==> src/rtl/mips_pkg.sv <==
// Shared fetch-side types: FSM state encoding, reset/IMEM defaults, NOP.
// Also a range-check helper used by the fetch sequencer.
package mips_pkg;

  typedef enum logic [2:0] {
    S_BOOT = 3'd0,
    S_REQ  = 3'd1,
    S_WAIT = 3'd2,
    S_DONE = 3'd3,
    S_ERR  = 3'd4
  } fetch_state_e;

  localparam logic [31:0] RESET_PC_DEF  = 32'h0000_3000;
  localparam logic [31:0] IMEM_BASE_DEF = 32'h0000_3000;
  localparam int unsigned IMEM_WORDS_DEF = 1024;
  localparam logic [31:0] NOP = 32'h0000_0000;

  // Unsigned check: base <= a < base + 4*words.
  function automatic logic in_imem(
    input logic [31:0] a,
    input logic [31:0] base,
    input int unsigned words
  );
    logic [31:0] lim;
    lim = base + (words << 2);
    return (a >= base) && (a < lim);
  endfunction

endpackage

==> src/rtl/fetch_unit.sv <==
// PC register + IMEM fetch sequencer (req/gnt/rvalid) feeding decode/NPC.
// Ports: clk, reset_n, npc, stall, imem_*, pc, instr, instr_valid, fetch_err.
// Option: FETCH_ALIGN_CHECK_EN traps a misaligned npc at retire.
module fetch_unit
  import mips_pkg::*;
#(
  parameter logic [31:0] RESET_PC   = RESET_PC_DEF,
  parameter logic [31:0] IMEM_BASE  = IMEM_BASE_DEF,
  parameter int unsigned IMEM_WORDS = IMEM_WORDS_DEF
) (
  input  logic        clk,
  input  logic        reset_n,
  input  logic [31:0] npc,
  input  logic        stall,
  output logic        imem_req,
  output logic [31:0] imem_addr,
  input  logic        imem_gnt,
  input  logic        imem_rvalid,
  input  logic [31:0] imem_rdata,
  output logic [31:0] pc,
  output logic [31:0] instr,
  output logic        instr_valid,
  output logic        fetch_err
);

  fetch_state_e state_q, state_d;
  logic [31:0]  pc_q, pc_d;
  logic [31:0]  instr_q, instr_d;
  logic         instr_valid_q, instr_valid_d;
  logic         imem_req_q, imem_req_d;
  logic         fetch_err_q, fetch_err_d;

  logic [31:0]  pc_ld;
  logic         retire;
  logic         pc_ok;

  assign pc_ld  = {npc[31:2], 2'b00};
  assign retire = instr_valid_q && !stall;
  assign pc_ok  = in_imem(pc_q, IMEM_BASE, IMEM_WORDS);

  always_comb begin
    state_d       = state_q;
    pc_d          = pc_q;
    instr_d       = instr_q;
    instr_valid_d = instr_valid_q;
    imem_req_d    = imem_req_q;
    fetch_err_d   = fetch_err_q;

    unique case (state_q)
      S_BOOT: begin
        // req is registered, so it is
        // raised on entry to S_REQ only
        // when that PC is fetchable.
        state_d    = S_REQ;
        imem_req_d = pc_ok;
      end

      S_REQ: begin
        if (!pc_ok) begin
          imem_req_d  = 1'b0;
          fetch_err_d = 1'b1;
          instr_d     = NOP;
          state_d     = S_ERR;
        end else if (imem_gnt) begin
          imem_req_d = 1'b0;
          if (imem_rvalid) begin
            instr_d       = imem_rdata;
            instr_valid_d = 1'b1;
            state_d       = S_DONE;
          end else begin
            state_d = S_WAIT;
          end
        end
      end

      S_WAIT: begin
        imem_req_d = 1'b0;
        if (imem_rvalid) begin
          instr_d       = imem_rdata;
          instr_valid_d = 1'b1;
          state_d       = S_DONE;
        end
      end

      S_DONE: begin
        if (retire) begin
`ifdef FETCH_ALIGN_CHECK_EN
          if (npc[1:0] != 2'b00) begin
            fetch_err_d   = 1'b1;
            instr_valid_d = 1'b0;
            instr_d       = NOP;
            imem_req_d    = 1'b0;
            state_d       = S_ERR;
          end else begin
            pc_d          = pc_ld;
            instr_valid_d = 1'b0;
            imem_req_d    = in_imem(pc_ld, IMEM_BASE, IMEM_WORDS);
            state_d       = S_REQ;
          end
`else
          pc_d          = pc_ld;
          instr_valid_d = 1'b0;
          imem_req_d    = in_imem(pc_ld, IMEM_BASE, IMEM_WORDS);
          state_d       = S_REQ;
`endif
        end
      end

      S_ERR: begin
        imem_req_d    = 1'b0;
        instr_valid_d = 1'b0;
      end

      default: begin
        state_d       = S_ERR;
        fetch_err_d   = 1'b1;
        imem_req_d    = 1'b0;
        instr_valid_d = 1'b0;
      end
    endcase
  end

  always_ff @(posedge clk or negedge reset_n) begin
    if (!reset_n) begin
      state_q       <= S_BOOT;
      pc_q          <= RESET_PC;
      instr_q       <= NOP;
      instr_valid_q <= 1'b0;
      imem_req_q    <= 1'b0;
      fetch_err_q   <= 1'b0;
    end else begin
      state_q       <= state_d;
      pc_q          <= pc_d;
      instr_q       <= instr_d;
      instr_valid_q <= instr_valid_d;
      imem_req_q    <= imem_req_d;
      fetch_err_q   <= fetch_err_d;
    end
  end

  assign imem_req    = imem_req_q;
  assign imem_addr   = pc_q;
  assign pc          = pc_q;
  assign instr       = instr_q;
  assign instr_valid = instr_valid_q;
  assign fetch_err   = fetch_err_q;

endmodule

==> config.mk <==
export PLATFORM = sky130hd
export DESIGN_NAME = fetch_unit
export DESIGN_NICKNAME = d
export VERILOG_FILES = /design/src/rtl/mips_pkg.sv /design/src/rtl/fetch_unit.sv
export SDC_FILE = /design/constraint.sdc
export NUM_CORES = 1
export LEC_CHECK = 0
export CAP_MARGIN = 20
export CORE_MARGIN = 4
export CORE_UTILIZATION = 42
export CTS_CLUSTER_DIAMETER = 150
export DETAILED_ROUTE_END_ITERATION = 6
export GPL_ROUTABILITY_DRIVEN = 0
export GPL_TIMING_DRIVEN = 0
export PLACE_DENSITY = 0.9
export RECOVER_POWER = 25
export SYNTH_ARGS = -nofsm -noshare
export SYNTH_HDL_FRONTEND = slang
export SYNTH_SLANG_ARGS = --single-unit
==> constraint.sdc <==
create_clock -name clk -period 3.8 [get_ports clk]
set_input_delay 0.76 -clock clk [delete_from_list [all_inputs] [get_ports clk]]
set_output_delay 0.76 -clock clk [all_outputs]
set_load 0.005 [all_outputs]
==> impl_metrics.ini, run 1 <==
[worst_setup_path]
cp-end-kind = output pin
criticalPathCategory = reg -> out
path_buf_inv = 2
cp_slowest_stage_delay_ns = 0.56
worstPathRequired_ns = 3.04
critPathArrivalTime_ns = 1.48
cp_max_fo = 4
critPathTopFamily = buffers and inverters
start_kind = register
slowest_stage = dfstp_2
path_cells = buf_4 -> clkdlybuf4s50_1

[drt]
via_count = 2587
drt_iter0_drc = 59
drc = 0
dr.pass1.iters = 4
avgRoutedWirePerCell_um = 15.62
wirelength_um = 8451
viasPerCell = 4.782
drtAntennaViolNets = 0

[finish]
final_common_cell = clkdlybuf4s50_1
stdcell_count = 541
nets = 506
layout_common_cells = clkdlybuf4s50_1, dfrtp_1, nor2_1
antenna_cells = 0
drive_gt1_frac = 0.1380
area_growth_pct = 61.19
final_cell_area_mm2 = 0.005066

[pwr]
p_seq_frac = 0.533
power_density_mw_per_mm2 = 268.3
switching_share = 0.2067
pwr-share-comb = 0.069
ir_worst_vdd_mv = 0.1574
p_sw_mw = 0.2810
internal-power_mw = 1.078
p_clk_frac = 0.399
power_mw = 1.359
p_leak_nw = 2.590

[place]
placement.io_buffers = 161
dp_slack_ns = 1.235
placed_area_mm2 = 0.004887
dp_hpwl_um = 6557
dp_cells = 525

[yosys]
synth_edf_count = 0
synth.distinct_cells = 31
synthArstFlopShare = 1.000
syn_area_per_cell_um2 = 12.00
synth_ff_type = dfrtp_1
netlist_instances = 262
ys_seq_area_frac = 0.5422
syn-cell-area_mm2 = 0.003143
synth_warnings = 0
ys_ff_latch = 68

[cts]
cts_buffers = 9
cts_tree = yes
cts_max_level = 3
clockBufferDepth = 2
clk_pin_slew_ns = 0.07
cts_root_buf = clkbuf_8
clock-sinks = 68
insertion_delay_ns = 0.33
cts_hold_buffers = 0
post_cts_resized = 0
postCtsSetupRepairBufs = 0

[global_routing]
grt_pass1_vias = 2779
gr-max-usage-layer = met2
overflow = 0
grt_util_met1 = 0.2211
grt_first_pass_wirelength_um = 13560
grt_max_degree = 69
antenna_found_initial = 0
grt_use_met2 = 0.3381
met3_usage = 0.07331
grt_usage = 0.1973

[floorplan]
core_area_mm2 = 0.007253
die_area_mm2 = 0.008931
die_width_um = 94.51
num_io_pins = 168
die_h_um = 94.51
start_util = 0.4333
fp-row-count = 31

[run_status]
status = complete, but fails checks
violations = max-capacitance violations, max-slew violations

[sta]
fin_ws_ns = 1.565
finalSetupViolations = 0
rsz0062_at_grt = false
finalClockSkew_ns = 0.007961
slew_viol_final = 69
max_freq_mhz = 447.3
hold_viol_final = 0
worst_pin_slew_ns = 1.654
fin_crit_sh = 0.5883
maxSlewHeadroom = -0.1025
fin_crit_ns = 2.235
whs_ns = 0.5171

[job]
cap_viol_max_count = 1

[worst_hold_path]
hp-class = reg -> reg
-- worst register-to-register path: cells and delay by family (launching register included) --
family	cells	cell delay, ns
flops	1	0.41
simple gates	3	0.78
buf+inv	1	0.22
mux	1	0.22
compound gates	1	0.30
-- metrics by stage --
step | util | setup TNS [ns]
finish | 0.6985 | 0
global route | 0.6985 | 0
CTS | 0.6988 | 0
detailed placement | 0.6738 | 0
global placement | 0.6741 | -20.34
floorplan | - | 0
-- area by class of cell --
type                       instances  area [µm²]
timing repair buffer             161        1607
multi-input combinational        152        1124
fill                             538        2187
sequential                        68        1704
buffer                            45       326.6
tap                               99       123.9
clock inverter                     1       5.005
clock buffer                      15       176.4
-- Yosys cell counts, drive strengths merged, types with 2 or more instances --
library cell,n,area (µm²)
a21oi,5,25.02
buf,43,319.0
clkbuf,2,7.510
dfrtp,66,1652
dfstp,2,52.55
mux2,30,337.8
mux2i,32,320.3
nand2,5,18.77
nand2b,4,25.02
nand4,3,18.77
nand4b,2,17.52
nor2,40,150.1
nor3,3,15.01
nor4,10,68.81
o21ai,2,21.27
o21ba,2,20.02
or2,2,12.52
-- routing by layer --
layer	wire (µm)	part of all wire
met1	3231	0.38
met3	763	0.090
met5	0	0
met4	160	0.019
met2	4295	0.51
-- power groups by stage --
stage	sequential (mW)	clock [mW]	combinational [mW]
detailed placement	0.737	0	0.0950
global route	0.723	0.585	0.102
CTS	0.724	0.558	0.0955
global placement	0.738	0	0.0932
floorplan	0.738	0	0.00789
finish	0.724	0.542	0.0937
-- cell families after synthesis --
group,synth area share
other cells,0.001193
compound gates,0.02946
simple gates,0.1139
flops,0.5422
buf+inv,0.1039
mux,0.2094
-- state kept, by name, indices dropped and copies added (netlist names) --
| name | flops |
|---|---|
| imem_addr | 30 |
| instr | 32 |
| instr_valid | 1 |
| state_q | 3 |
| imem_req | 1 |
| fetch_err | 1 |
-- path summary, 6_finish.rpt --
path                                from       endpoint  slack, ns  cells after the start
setup / recovery           imem_addr[13]         pc[13]       1.56                      2
hold / removal              imem_addr[5]   imem_addr[5]       0.52                      1
min in group asynchronous        reset_n  imem_addr[18]       0.85                      1
hold reg to reg             imem_addr[5]   imem_addr[5]       0.52                      1
setup reg to reg           imem_addr[20]      instr[14]       1.74                      6
max in group asynchronous        reset_n      instr[24]       1.96                      1
Power figures use the tool's default switching activity.
==> run 2, diff against run 1 <==
Settings changed: CORE_UTILIZATION 42 to 36, PLACE_DENSITY 0.9 to 0.83.
Clock period 3.8 ns to 1.8 ns, I/O delays scaled along.
==> run 2 against run 1 <==
  * The flow finishes with violations (negative setup slack)
  * Worst setup slack lost 1.6 ns
  * Clock power grew 120%
  * Critical endpoint is now instr[10]
  * Die area grew 15%
  * Clock skew is essentially flat
  * Final cell count grew 2.2%
  * Sequential cell count is the same
==> impl_metrics.ini, run 2 (same netlist as run 1, synthesis figures left out) <==
[global_routing]
overflow = 0
grt_pass1_vias = 2924
grt_max_degree = 69
antenna_found_initial = 0
grt_usage = 0.1734
grt_first_pass_wirelength_um = 14100

[cts]
clock-sinks = 68
insertion_delay_ns = 0.33
cts_hold_buffers = 0
cts_root_buf = clkbuf_8
cts_buffers = 9
clockBufferDepth = 2
cts_max_level = 3
clk_pin_slew_ns = 0.07
cts_tree = yes

[sta]
rsz0062_at_grt = true
worst_pin_slew_ns = 0.8516
fin_ws_ns = -0.05536
finalSetupViolations = 22
finalClockSkew_ns = 0.007707
max_freq_mhz = 539.0
fin_crit_ns = 1.855
slew_viol_final = 0
fin_crit_sh = 1.031
maxSlewHeadroom = 0.4323
whs_ns = 0.1402
setup_tns_ns = -0.4323
hold_viol_final = 0

[place]
placed_area_mm2 = 0.004895
dp_cells = 531
dp_hpwl_um = 6716
placement.io_buffers = 161

[drt]
wirelength_um = 8695
via_count = 2596
dr.pass1.iters = 4
drc = 0
drtAntennaViolNets = 0
drt_iter0_drc = 43
viasPerCell = 4.694
avgRoutedWirePerCell_um = 15.72

[pwr]
ir_worst_vdd_mv = 0.3810
p_leak_nw = 2.675
power_density_mw_per_mm2 = 555.8

[floorplan]
die_h_um = 101.4
fp-row-count = 33
die_area_mm2 = 0.01029
die_width_um = 101.4
num_io_pins = 168
core_area_mm2 = 0.008341
start_util = 0.3768

[worst_setup_path]
cp_max_fo = 10
worstPathRequired_ns = 2.02
path_buf_inv = 2
critPathArrivalTime_ns = 2.07
rrSetupSlack_ns = -0.06
criticalPathCategory = reg -> reg
cp-end-kind = register
start_kind = register
cp_slowest_stage_delay_ns = 0.41
r2r_cells = 7
path_cells = nor4_4 -> nand4_1 -> o21ai_4 -> buf_12 -> buf_12 -> mux2i_1 -> nor2_1
critPathTopFamily = simple AND/OR/NAND/NOR gates
crit_path_frequent_cell = buf_12
slowest_stage = dfrtp_1
r2r_end = instr[10]
regToRegStartpoint = imem_addr[26]

[finish]
drive_gt1_frac = 0.2031
layout_common_cells = clkdlybuf4s50_1, dfrtp_1, buf_4
area_growth_pct = 67.48
largest_reg_flops = 32
utilization = 0.6311
final_cell_area_mm2 = 0.005264
nets = 513
antenna_cells = 0
final_common_cell = clkdlybuf4s50_1
stdcell_count = 553

[worst_hold_path]
hp-class = in -> async

[run_status]
status = complete, but fails checks
violations = negative setup slack

[job]
cap_viol_max_count = 0
-- run 2: changes by cell type in the layout (fill, tap and decap cells not counted), moves of 4 or more --
cell,change
dfrtp_2,+10
dfrtp_1,-10
mux2i_2,+4
clkdlybuf4s50_1,-8
buf_4,+15
buf_2,-4
mux2i_1,-4
-- run 2: cell type report --
type	count	area (µm²)
timing repair buffer	169	1689
tap	105	131.4
multi-input combinational	152	1189
fill	696	3077
buffer	44	354.1
sequential	68	1717
clock buffer	13	148.9
clock inverter	2	35.03
-- run 2: layer usage --
metal,track usage,up-vias,wire length (µm)
met3,0.04477,9,616
met2,0.3063,100,4472
met1,0.2070,1256,3507
met4,0.05215,0,98
li1,-,1231,-
met5,0,-,0
-- run 2: per-stage QoR --
step	power, mW	setup WS [ns]
detailed placement	1.757	-0.3335
global route	3.050	-0.1657
global placement	1.754	-1.857
finish	2.926	-0.05536
CTS	2.967	-0.05714
floorplan	1.574	0.1127
-- run 2: report_power, final --
part,leakage [nW],switching [mW],internal (mW)
clock,0.0935,0.528,0.671
sequential,0.916,0,1.53
combinational,1.67,0.0640,0.135
total,2.67,0.592,2.33
-- run 2: how the worst max path moves through the flow --
stage,end,start,slack [ns],depth (start not counted)
after floorplan,instr[0],imem_addr[30],0.11,6
after global placement,imem_addr[10],reset_n,-1.86,1
after CTS,instr[10],imem_addr[26],-0.06,7
after detailed placement,imem_addr[11],stall,-0.33,5
after global routing,instr[13],imem_addr[26],-0.17,7
final,instr[10],imem_addr[26],-0.06,7
-- run 2: worst register-to-register path, cell delays in order (launching register included) --
cell,delay [ns]
dfrtp_1,0.41
nor4_4,0.30
nand4_1,0.24
o21ai_4,0.21
buf_12,0.16
buf_12,0.15
mux2i_1,0.23
nor2_1,0.06
-- run 2: what timing repair did --
item | CTS | global route
buffers inserted | 5 | 2
endpoints found under the setup margin | 36 | 70
gates resized for setup | 25 | 14
cloned | 1 | 0
pin swaps | 5 | 2
==> run 3, diff against run 2 <==
--- a/config.mk
+++ b/config.mk
@@ -16,2 +16,3 @@
 export RECOVER_POWER = 25
+export REMOVE_ABC_BUFFERS = 1
 export SYNTH_ARGS = -nofsm -noshare
==> constraint.sdc (replaced) <==
create_clock -name clk -period 1.8 [get_ports clk]
set_input_delay 0.18 -clock clk [delete_from_list [all_inputs] [get_ports clk]]
set_output_delay 0.18 -clock clk [all_outputs]
set_load 0.005 [all_outputs]
==> run 3 against run 2 <==
  * Global-route usage shrank 0.46 points
  * Register-to-register slack got worse by 0.09 ns
  * Clock skew is 0.0019 ns higher
  * The run still ends with negative setup slack left
  * Worst setup slack got worse by 0.090 ns
  * Largest cell class unchanged
  * Fmax fell by 4.6%
==> impl_metrics.ini, run 3 (same netlist as run 1, synthesis figures left out) <==
[run_status]
status = complete, but fails checks
violations = negative setup slack

[floorplan]
die_width_um = 101.4
start_util = 0.3768
die_h_um = 101.4
num_io_pins = 168
die_area_mm2 = 0.01029
fp-row-count = 33
core_area_mm2 = 0.008341

[worst_setup_path]
worstPathRequired_ns = 2.03
criticalPathCategory = reg -> reg
r2r_cells = 7
rrSetupSlack_ns = -0.15
cp-end-kind = register
critPathArrivalTime_ns = 2.18
regToRegStartpoint = imem_addr[30]
r2r_end = instr[5]
start_kind = register
cp_max_fo = 7

[finish]
largest_reg_flops = 32
area_growth_pct = 63.10
layout_common_cells = clkdlybuf4s50_1, dfrtp_1, nor2_1
nets = 480
drive_gt1_frac = 0.1250
antenna_cells = 0
final_common_cell = clkdlybuf4s50_1

[drt]
drt_iter0_drc = 43
wirelength_um = 8595
dr.pass1.iters = 4
drtAntennaViolNets = 0
viasPerCell = 4.860
drc = 0
via_count = 2532
avgRoutedWirePerCell_um = 16.50

[sta]
finalClockSkew_ns = 0.009590
fin_crit_sh = 1.081
max_freq_mhz = 514.1
finalSetupViolations = 32
hold_viol_final = 0
maxSlewHeadroom = 0.3816
rsz0062_at_grt = true
fin_crit_ns = 1.945
fin_ws_ns = -0.1451
setup_tns_ns = -3.662
worst_pin_slew_ns = 0.9276
slew_viol_final = 0

[worst_hold_path]
min-delay-start = imem_rdata[6]
hp-class = in -> reg
holdPathEnd = instr[6]
hold_depth = 3

[global_routing]
antenna_found_initial = 0
grt_max_degree = 69
grt_first_pass_wirelength_um = 13490
grt_pass1_vias = 2756
overflow = 0
grt_usage = 0.1687

[cts]
insertion_delay_ns = 0.34
clockBufferDepth = 2
clk_pin_slew_ns = 0.07
clock-sinks = 68
cts_max_level = 3
cts_buffers = 9
cts_tree = yes
cts_root_buf = clkbuf_8

[place]
dp_hpwl_um = 6112
placement.io_buffers = 161
dp_slack_ns = -0.6763

[pwr]
p_leak_nw = 2.499
power_density_mw_per_mm2 = 545.1
ir_worst_vdd_mv = 0.2686

[job]
cap_viol_max_count = 0
[run 3: how the worst max path moves through the flow]
stage	startpoint	endpoint	depth (start not counted)	slack (ns)
after detailed placement	imem_addr[18]	instr[23]	6	-0.68
after CTS	imem_addr[26]	instr[23]	7	-0.11
after floorplan	instr_valid	imem_addr[10]	3	-1.63
final	imem_addr[30]	instr[5]	7	-0.15
after global routing	imem_addr[30]	instr[7]	7	-0.24
after global placement	stall	imem_addr[6]	4	-2.76
[run 3: power breakdown]
group / leakage, nW / internal (mW) / switching, mW / total [mW]
Clock: 0.0844 / 0.536 / 0.535 / 1.07
Combinational: 1.49 / 0.131 / 0.0646 / 0.196
Sequential: 0.926 / 1.53 / 0 / 1.53
[run 3: area by class of cell]
class | count | area [µm²]
flip-flops and latches | 68 | 1709
clock inverters | 2 | 10.01
fillers | 659 | 3214
well taps | 105 | 131.4
clock buffers | 14 | 152.6
repair buffers | 180 | 1897
multi-input cells | 152 | 1226
[run 3: timing repair]
action,CTS,global route
setup endpoints to repair,41,34
gates resized for setup,13,12
gates cloned,2,2
endpoints found under the hold margin,66,0
pin swaps,4,8
setup buffers,7,2
hold buffers,1,0
[run 3: critical path, stage by stage, from the launching register on]
cell,delay (ns)
dfrtp_2,0.42
nor4_4,0.33
nand4_1,0.25
o21ai_4,0.27
buf_12,0.16
clkbuf_16,0.15
mux2i_1,0.20
nor2_1,0.05
[run 3: routing by layer]
layer | track usage | wire [µm] | up-vias
met2 | 0.2928 | 4472 | 122
met5 | 0 | 0 | -
met3 | 0.05716 | 718 | 8
li1 | - | - | 1167
met1 | 0.1943 | 3310 | 1235
met4 | 0.05828 | 93 | 0
[run 3: stage by stage]
step / power (mW) / util / hold slack [ns] / instance area, µm² / cells
after global routing: 2.924 / 0.6146 / 0.4271 / 5126 / 521
after floorplan: 1.567 / - / -0.1156 / 2828 / 220
after CTS: 2.831 / 0.6005 / 0.4235 / 5009 / 517
final: 2.795 / 0.6146 / 0.4374 / 5126 / 521
after detailed placement: 1.750 / 0.5575 / 0.3377 / 4649 / 491
after global placement: 1.749 / 0.5480 / 0.4937 / 4571 / 486
